<file path="config.mk">
export PLATFORM = sky130hd
export DESIGN_NAME = mmio_gpio
export DESIGN_NICKNAME = d
export VERILOG_FILES = /design/src/rtl/mmio_gpio.sv
export SDC_FILE = /design/constraint.sdc
export NUM_CORES = 1
export LEC_CHECK = 0
export ABC_AREA = 0
export CORE_ASPECT_RATIO = 0.8
export CORE_MARGIN = 5
export CORE_UTILIZATION = 40
export CTS_CLUSTER_DIAMETER = 60
export CTS_CLUSTER_SIZE = 20
export DETAILED_ROUTE_END_ITERATION = 7
export MAX_ROUTING_LAYER = met4
export PLACE_DENSITY_LB_ADDON = 0.2
export SLEW_MARGIN = 15
export SYNTH_ARGS = -nofsm -noshare
export SYNTH_HDL_FRONTEND = slang
export SYNTH_SLANG_ARGS = --single-unit
</file>
<file path="constraint.sdc">
create_clock -name CLOCK_50 -period 5.15 [get_ports CLOCK_50]
set_clock_uncertainty 0.15 [all_clocks]
set_input_delay 0.515 -clock CLOCK_50 [delete_from_list [all_inputs] [get_ports CLOCK_50]]
set_output_delay 0.515 -clock CLOCK_50 [all_outputs]
set_load 0.03 [all_outputs]
</file>
<file path="src/rtl/mmio_gpio.sv">
// mmio_gpio: memory-mapped GPIO slave with an LED register, a synchronised and
// debounced switch register, per-bit rising-edge capture and a masked level irq.
// Map (word offsets from BASE_ADDR): 0 LED, 1 SW (RO), 2 EDGE (W1C), 3 IRQ_EN.
module mmio_gpio #(
    parameter int                LED_W           = 10,
    parameter int                SW_W            = 10,
    parameter int                DATA_W          = 16,
    parameter int                ADDR_W          = 16,
    parameter logic [ADDR_W-1:0] BASE_ADDR       = 16'hC000,
    parameter int                DEBOUNCE_CYCLES = 4
) (
    input  logic              CLOCK_50,
    input  logic              RST_n,
    input  logic [ADDR_W-1:0] addr,
    input  logic [DATA_W-1:0] wdata,
    input  logic              we,
    input  logic              re,
    output logic [DATA_W-1:0] rdata,
    input  logic [SW_W-1:0]   SW_in,
    output logic [LED_W-1:0]  LEDR_out,
    output logic              irq
);

    localparam int CW = (DEBOUNCE_CYCLES > 0) ? $clog2(DEBOUNCE_CYCLES + 1) : 1;

    logic        sel, wr, rd;
    logic [1:0]  off;

    assign sel = (addr[ADDR_W-1:2] == BASE_ADDR[ADDR_W-1:2]);
    assign off = addr[1:0];
    assign wr  = sel & we;
    assign rd  = sel & re;

    // Upper write-data bits beyond the register widths are ignored.
    logic unused_wdata;
    assign unused_wdata = ^wdata;

    logic [SW_W-1:0] sync1_q, sync2_q;
    logic [SW_W-1:0] deb_cur;   // debounced value visible this cycle
    logic [SW_W-1:0] deb_nxt;   // debounced value after the coming edge

    // Two-flop synchroniser for the asynchronous switch inputs
    always_ff @(posedge CLOCK_50) begin
        if (!RST_n) begin
            sync1_q <= '0;
            sync2_q <= '0;
        end else begin
            sync1_q <= SW_in;
            sync2_q <= sync1_q;
        end
    end

    generate
        if (DEBOUNCE_CYCLES == 0) begin : g_bypass
            // No filtering: the synchronised value is the switch value.
            assign deb_cur = sync2_q;
            assign deb_nxt = sync1_q;
        end else begin : g_deb
            logic [SW_W-1:0]         deb_q, deb_d;
            logic [SW_W-1:0][CW-1:0] cnt_q, cnt_d;

            // Per-bit stability counter; accept the new level once it has differed long enough
            always_comb begin
                deb_d = deb_q;
                cnt_d = cnt_q;
                for (int i = 0; i < SW_W; i++) begin
                    if (sync2_q[i] == deb_q[i]) begin
                        cnt_d[i] = '0;
                    end else if (cnt_q[i] == CW'(DEBOUNCE_CYCLES - 1)) begin
                        deb_d[i] = sync2_q[i];
                        cnt_d[i] = '0;
                    end else begin
                        cnt_d[i] = cnt_q[i] + CW'(1);
                    end
                end
            end

            // Debounce state registers
            always_ff @(posedge CLOCK_50) begin
                if (!RST_n) begin
                    deb_q <= '0;
                    cnt_q <= '0;
                end else begin
                    deb_q <= deb_d;
                    cnt_q <= cnt_d;
                end
            end

            assign deb_cur = deb_q;
            assign deb_nxt = deb_d;
        end
    endgenerate

    logic [LED_W-1:0]  led_q, led_d;
    logic [SW_W-1:0]   edge_q, edge_d;
    logic [SW_W-1:0]   irqen_q, irqen_d;
    logic [DATA_W-1:0] rdata_q, rdata_d;
    logic              irq_q, irq_d;

    // Register-file next state: bus writes, edge capture (set beats clear), read mux
    always_comb begin
        led_d   = led_q;
        edge_d  = edge_q;
        irqen_d = irqen_q;
        rdata_d = '0;
        if (wr) begin
            case (off)
                2'd0:    led_d   = wdata[LED_W-1:0];
                2'd2:    edge_d  = edge_q & ~wdata[SW_W-1:0];
                2'd3:    irqen_d = wdata[SW_W-1:0];
                default: ;
            endcase
        end
        edge_d = edge_d | (deb_nxt & ~deb_cur);
        if (rd) begin
            case (off)
                2'd0:    rdata_d = DATA_W'(led_q);
                2'd1:    rdata_d = DATA_W'(deb_cur);
                2'd2:    rdata_d = DATA_W'(edge_q);
                default: rdata_d = DATA_W'(irqen_q);
            endcase
        end
        irq_d = |(edge_q & irqen_q);
    end

    // Bus-visible registers and registered interrupt
    always_ff @(posedge CLOCK_50) begin
        if (!RST_n) begin
            led_q   <= '0;
            edge_q  <= '0;
            irqen_q <= '0;
            rdata_q <= '0;
            irq_q   <= 1'b0;
        end else begin
            led_q   <= led_d;
            edge_q  <= edge_d;
            irqen_q <= irqen_d;
            rdata_q <= rdata_d;
            irq_q   <= irq_d;
        end
    end

    assign LEDR_out = led_q;
    assign rdata    = rdata_q;
    assign irq      = irq_q;

endmodule

</file>
==> results of run 1 <==
-- final cells by class --
| cell class | instances | area, sq um |
|---|---|---|
| clock buffers | 10 | 239 |
| inverters | 29 | 109 |
| clock inverters | 6 | 86.3 |
| multi-input cells | 228 | 1700 |
| repair buffers | 62 | 611 |
| well taps | 119 | 149 |
| fillers | 879 | 4700 |
| flip-flops and latches | 101 | 2020 |
-- cell usage after synthesis --
cell type  count  area, sq um
a21oi_1        2         10.0
a221oi_1       2         17.5
a22o_1         2         17.5
a22oi_1        1         7.51
a31oi_1        1         6.26
a32o_1         8         80.1
and2_1        20          125
and3_1         3         18.8
and4bb_2       1         12.5
buf_1          1         3.75
buf_2          1         5.00
buf_4          6         45.0
buf_6          2         22.5
clkbuf_1      11         41.3
conb_1         1         3.75
dfxtp_1      101         2020
ha_1          20          250
inv_1         29          109
mux2i_1       28          280
mux4_2        10          225
nand2_1       34          128
nand2_4        1         11.3
nand2b_1       2         12.5
nand3_1        8         40.0
nand4_1        1         6.26
nand4bb_1      1         11.3
nor2_1        40          150
nor2b_1       11         68.8
nor3b_1        1         7.51
nor4_1         1         6.26
o32ai_1        2         17.5
or3_1         11         68.8
or4_1          1         7.51
xnor2_1       10         87.6
-- cells by family after synthesis --
logic type,count (synthesis)
and+or+nand+nor,136
DFF,101
buffers and inverters,50
muxes,38
adders and majority gates,20
AOI/OAI and AO/OA,18
xor gates and xnor gates,10
other,1
-- power breakdown --
part           switching (mW)  internal [mW]  leakage (nW)
Clock                   0.284          0.438         0.158
Sequential            0.00392          0.791         0.818
Combinational          0.0355         0.0394         0.899
Total                   0.323           1.27          1.88
-- state kept, by name, indices dropped and copies added (netlist names) --
signal       cells
g_deb.cnt_q     30
sync2_q         10
irqen_q         10
rdata           10
deb_cur         10
edge_q          10
irq              1
sync1_q         10
LEDR_out        10
-- how the worst min path moves through the flow --
| stage | from | endpoint | depth (start not counted) | slack [ns] |
|---|---|---|---|---|
| final | g_deb.cnt_q[3] | g_deb.cnt_q[3] | 1 | 0.27 |
| after global routing | g_deb.cnt_q[3] | g_deb.cnt_q[3] | 1 | 0.28 |
| after CTS | g_deb.cnt_q[3] | g_deb.cnt_q[3] | 1 | 0.27 |
| after detailed placement | g_deb.cnt_q[3] | g_deb.cnt_q[3] | 1 | 0.26 |
| after global placement | g_deb.cnt_q[9] | g_deb.cnt_q[9] | 1 | 0.26 |
| after floorplan | g_deb.cnt_q[0] | g_deb.cnt_q[0] | 1 | 0.25 |
-- through the flow --
stage          std cells  hold slack, ns  setup WS, ns  total power [mW]
2_1_floorplan        379           0.249          3.08             0.851
3_3_place_gp         539           0.256          2.01             0.887
3_5_place_dp         539           0.262          1.98             0.888
4_1_cts              555           0.271          2.32              1.61
5_1_grt              555           0.284          2.22              1.65
6_report             555           0.268          2.33              1.59
-- routing by layer --
layer	global-route usage	vias to the layer above	wire length (um)
li1	-	1355	-
met3	0.0499	13	539
met1	0.167	1206	3540
met4	0.0470	0	114
met2	0.218	63	3390
met5	-	-	0
==> results.tsv, run 1 <==
stage	metric	value	unit
critical_path	reg2reg_depth	4	
sta	slew_headroom	0.370	
critical_path	endpoint	irqen_q[4]	
sta	timing.final.crit_share	0.547	
global_routing	track_usage	0.139	
floorplan	die_width	121	um
logic_synthesis	synth_xor_area_frac	0.0223	
critical_path	path_max_fanout	12	
clock_tree	htreeDepth	3	
logic_synthesis	synth_top_family_by_area	simple AND/OR/NAND/NOR gates	
logic_synthesis	ys_seq_elements	101	
logic_synthesis	syn_inst	374	
logic_synthesis	ys_seq_area_frac	0.515	
critical_path	critPathCaptureType	flop	
global_routing	grt_pass1_wl	12500	um
critical_path	path_cells	clkdlybuf4s50_1 > or4_1 > and4bb_2 > and3_1 > mux2i_1	
route	drt_iter0_markers	93	
logic_synthesis	synth-simple-area-share	0.172	
clock_tree	clockRootBuffer	clkbuf_16	
floorplan	num_io_pins	73	
critical_path	cp.arrival	2.93	ns
floorplan	fp-row-count	32	
logic_synthesis	synth_compound_area_frac	0.0398	
floorplan	core-area	0.00961	sq mm
global_routing	antenna_found_initial	0	
critical_path	rr_startpoint	g_deb.cnt_q[21]	
logic_synthesis	synth_mux_area_frac	0.129	
worst_hold_path	hold_path_class	reg2reg	
clock_tree	cts_tree	done	
logic_synthesis	synth.distinct_cells	34	
sta	min_period	2.82	ns
sta	report.final.slew_viol_count	0	
critical_path	path_class	in2reg	
clock_tree	clockBufferDepth	2	
sta	rsz0062_at_grt	false	
route	drt_pass1_iterations	4	
logic_synthesis	syn_area_per_cell	10.5	sq um
placed_design	io_buffers	60	
critical_path	r2r_slack	3.70	ns
route	via_count	2637	
clock_tree	cts_setup_buffers	0	
sta	setup_tns	0	ns
route	drc_errors	0	
clock_tree	cts-hold-fix-buffers	0	
critical_path	rr_endpoint	g_deb.cnt_q[22]	
logic_synthesis	synth_warnings	0	
power	vdd_drop_max	163	uV
critical_path	cp.required	5.27	ns
run	maxCapViolCount	0	
layout	mostFrequentLayoutCells	101 x dfxtp_1, 59 x clkdlybuf4s50_1, 40 x nor2_1	
critical_path	critPathLaunchType	primary input	
route	antenna_left	0	
layout	drive_above_1_share	0.0711	
critical_path	startpoint	addr[6]	
critical_path	cp_top_family	simple AND/OR/NAND/NOR gates	
placed_design	gp_congestion	0.736	
layout	nets	497	
clock_tree	cts_inserted_buffers	9	
floorplan	initial_core_util	0.409	
critical_path	cp_num_buf_inv	1	
outcome	status	complete, no violations	
layout	syn_to_final_growth	25.1	%
route	post_drt_via_cell_ratio	4.75	
global_routing	gr-total-overflow	0	
global_routing	grt_pass1_vias	2585	
clock_tree	cts_resized	0	
route	routed_wl	7580	um
placed_design	place_area	0.00459	sq mm
logic_synthesis	synth_fa_ha_area_frac	0.0637	
logic_synthesis	syn-cell-area	0.00393	sq mm
placed_design	dp_hpwl	5290	um
sta	tightest_slew	0.943	ns
clock_tree	path_clk_slew	0.06	ns
floorplan	dieArea	0.0119	sq mm
layout	antennaDiodeCount	0	
layout	final_util	0.511	
sta	max_freq	355	MHz
sta	setup_viol	0	
critical_path	worst-path-stages	5	
power	leakage	1.88	nW
floorplan	die_h	98.6	um
critical_path	crit_path_max_incr_delay	0.66	ns
layout	final_common_cell	dfxtp_1	
sta	finalHoldViolCount	0	
layout	post-route-cell-area	0.00491	sq mm
power	p_per_area	324	mW/mm^2
critical_path	cp_slowest_cell	and3_1	
route	routedWlPerCell	13.7	um
clock_tree	clkLatencyLatePin	0.34	ns
clock_tree	clkSinkCount	101	
global_routing	grt_max_degree	62	
Power figures use the tool's default switching activity.
==> run 2: changes to the inputs <==
clock period = 2.5 ns   (was 5.15 ns; I/O delays follow)
==> run 2 against run 1 <==
- sequential power rose by 110%
- utilization rose by 0.52 points
- setup slack lost 1.8 ns
- first-iteration DRC count increased by 68%
- total power is 100% higher
==> results.tsv, run 2 (synthesis results as in run 1) <==
stage	metric	value	unit
global_routing	grt_max_degree	61	
layout	drive_above_1_share	0.0858	
placed_design	io_buffers	60	
clock_tree	cts_inserted_buffers	9	
clock_tree	cts_resized	0	
layout	antennaDiodeCount	0	
placed_design	dp.cells	546	
global_routing	grt_pass1_wl	12500	um
global_routing	antenna_found_initial	0	
power	p_per_area	645	mW/mm^2
power	leakage	1.91	nW
worst_hold_path	min_from	RST_n	
global_routing	grt_pass1_vias	2582	
critical_path	path_class	in2reg	
floorplan	core-area	0.00961	sq mm
floorplan	initial_core_util	0.409	
layout	post-route-cell-area	0.00496	sq mm
global_routing	met1_usage	0.177	
sta	timing.final.crit_share	0.804	
sta	min_period	2.01	ns
route	routed_wl	7690	um
sta	setup_tns	0	ns
clock_tree	htreeDepth	3	
route	drt_iter0_markers	156	
layout	mostFrequentLayoutCells	101 x dfxtp_1, 59 x clkdlybuf4s50_1, 40 x nor2_1	
floorplan	die_width	121	um
critical_path	path_max_fanout	11	
sta	tightest_slew	0.581	ns
clock_tree	clockBufferDepth	2	
layout	nets	504	
placed_design	dp_hpwl	5520	um
clock_tree	clkLatencyLatePin	0.34	ns
power	power.total	3.20	mW
floorplan	num_io_pins	73	
critical_path	startpoint	addr[6]	
route	post_drt_via_cell_ratio	4.72	
global_routing	grtUsageMet2	0.207	
floorplan	die_h	98.6	um
sta	slew_headroom	0.613	
placed_design	place_area	0.00465	sq mm
layout	syn_to_final_growth	26.4	%
worst_hold_path	hold_path_class	in2reg	
layout	largest_register_ffs	30	
clock_tree	clkSinkCount	101	
sta	max_freq	497	MHz
layout	final_common_cell	dfxtp_1	
route	antenna_left	0	
clock_tree	cts_tree	done	
critical_path	cp.required	2.59	ns
sta	rsz0062_at_grt	false	
critical_path	crit_path_max_incr_delay	0.54	ns
run	maxCapViolCount	0	
sta	report.final.slew_viol_count	0	
layout	final_util	0.516	
sta	setup_viol	0	
global_routing	gr-total-overflow	0	
global_routing	grtUsageMet3	0.0448	
power	vdd_drop_max	340	uV
sta	finalHoldViolCount	0	
route	drt_pass1_iterations	5	
layout	final_cells	562	
critical_path	cp.arrival	2.10	ns
global_routing	track_usage	0.138	
route	routedWlPerCell	13.7	um
clock_tree	cts-hold-fix-buffers	0	
placed_design	gp_congestion	0.780	
critical_path	cp_slowest_cell	or4_1	
clock_tree	cts_setup_buffers	0	
floorplan	fp-row-count	32	
critical_path	critPathCaptureType	flop	
layout	top_register	g_deb.cnt_q	
critical_path	critPathLaunchType	primary input	
critical_path	rr_startpoint	g_deb.cnt_q[9]	
outcome	status	complete, no violations	
clock_tree	clockRootBuffer	clkbuf_16	
critical_path	path_cells	clkdlybuf4s50_1 > or4_1 > and4bb_2 > buf_4 > nand3_1 > a32o_1	
route	drc_errors	0	
route	via_count	2650	
floorplan	dieArea	0.0119	sq mm
clock_tree	path_clk_slew	0.07	ns
global_routing	grt_busiest_layer	met2	
[run 2: cell count changes in the layout (fill, tap and decap cells not counted)]
cell | before | now
buf_12 | 0 | 1
buf_4 | 2 | 8
bufinv_16 | 2 | 1
clkbuf_8 | 1 | 0
clkinv_2 | 2 | 0
clkinv_4 | 1 | 5
clkinvlp_4 | 1 | 0
inv_8 | 0 | 1
[run 2: where the power goes]
group          total, mW  internal, mW  switching (mW)
logic              0.160        0.0851          0.0746
clock network       1.41         0.791           0.616
registers           1.64          1.63         0.00786
total               3.20          2.50           0.698
[run 2: layer usage]
metal,vias to the layer above,routed length [um]
met4,0,51
met2,71,3440
met1,1211,3660
li1,1364,-
met3,4,537
met5,-,0
[run 2: path summary, 6_finish.rpt]
path | endpoint | slack [ns] | depth (start not counted)
max | edge_q[5] | 0.49 | 6
min | deb_cur[6] | 0.20 | 3
max reg2reg | g_deb.cnt_q[9] | 1.06 | 4
min reg2reg | g_deb.cnt_q[24] | 0.27 | 1
[run 2: cell type report]
type / count / area [sq um]
multi-input combinational: 228 / 1700
tap: 119 / 149
clock buffer: 9 / 225
sequential: 101 / 2020
timing repair buffer: 69 / 676
clock inverter: 7 / 85.1
fill: 890 / 4650
inverter: 29 / 109
[run 2: per-stage QoR]
stage / worst slack, ns / hold WS [ns]
after floorplan: 0.694 / 0.227
after global placement: 0.162 / 0.257
after detailed placement: 0.133 / 0.263
after CTS: 0.491 / 0.208
after global routing: 0.430 / 0.229
final: 0.490 / 0.198
[run 2: critical path, delay by kind of cell]
| kind | cells | cell delay [ns] |
|---|---|---|
| AO/OA/AOI/OAI | 1 | 0.26 |
| AND/OR/NAND/NOR | 3 | 0.97 |
| buffers and inverters | 2 | 0.60 |
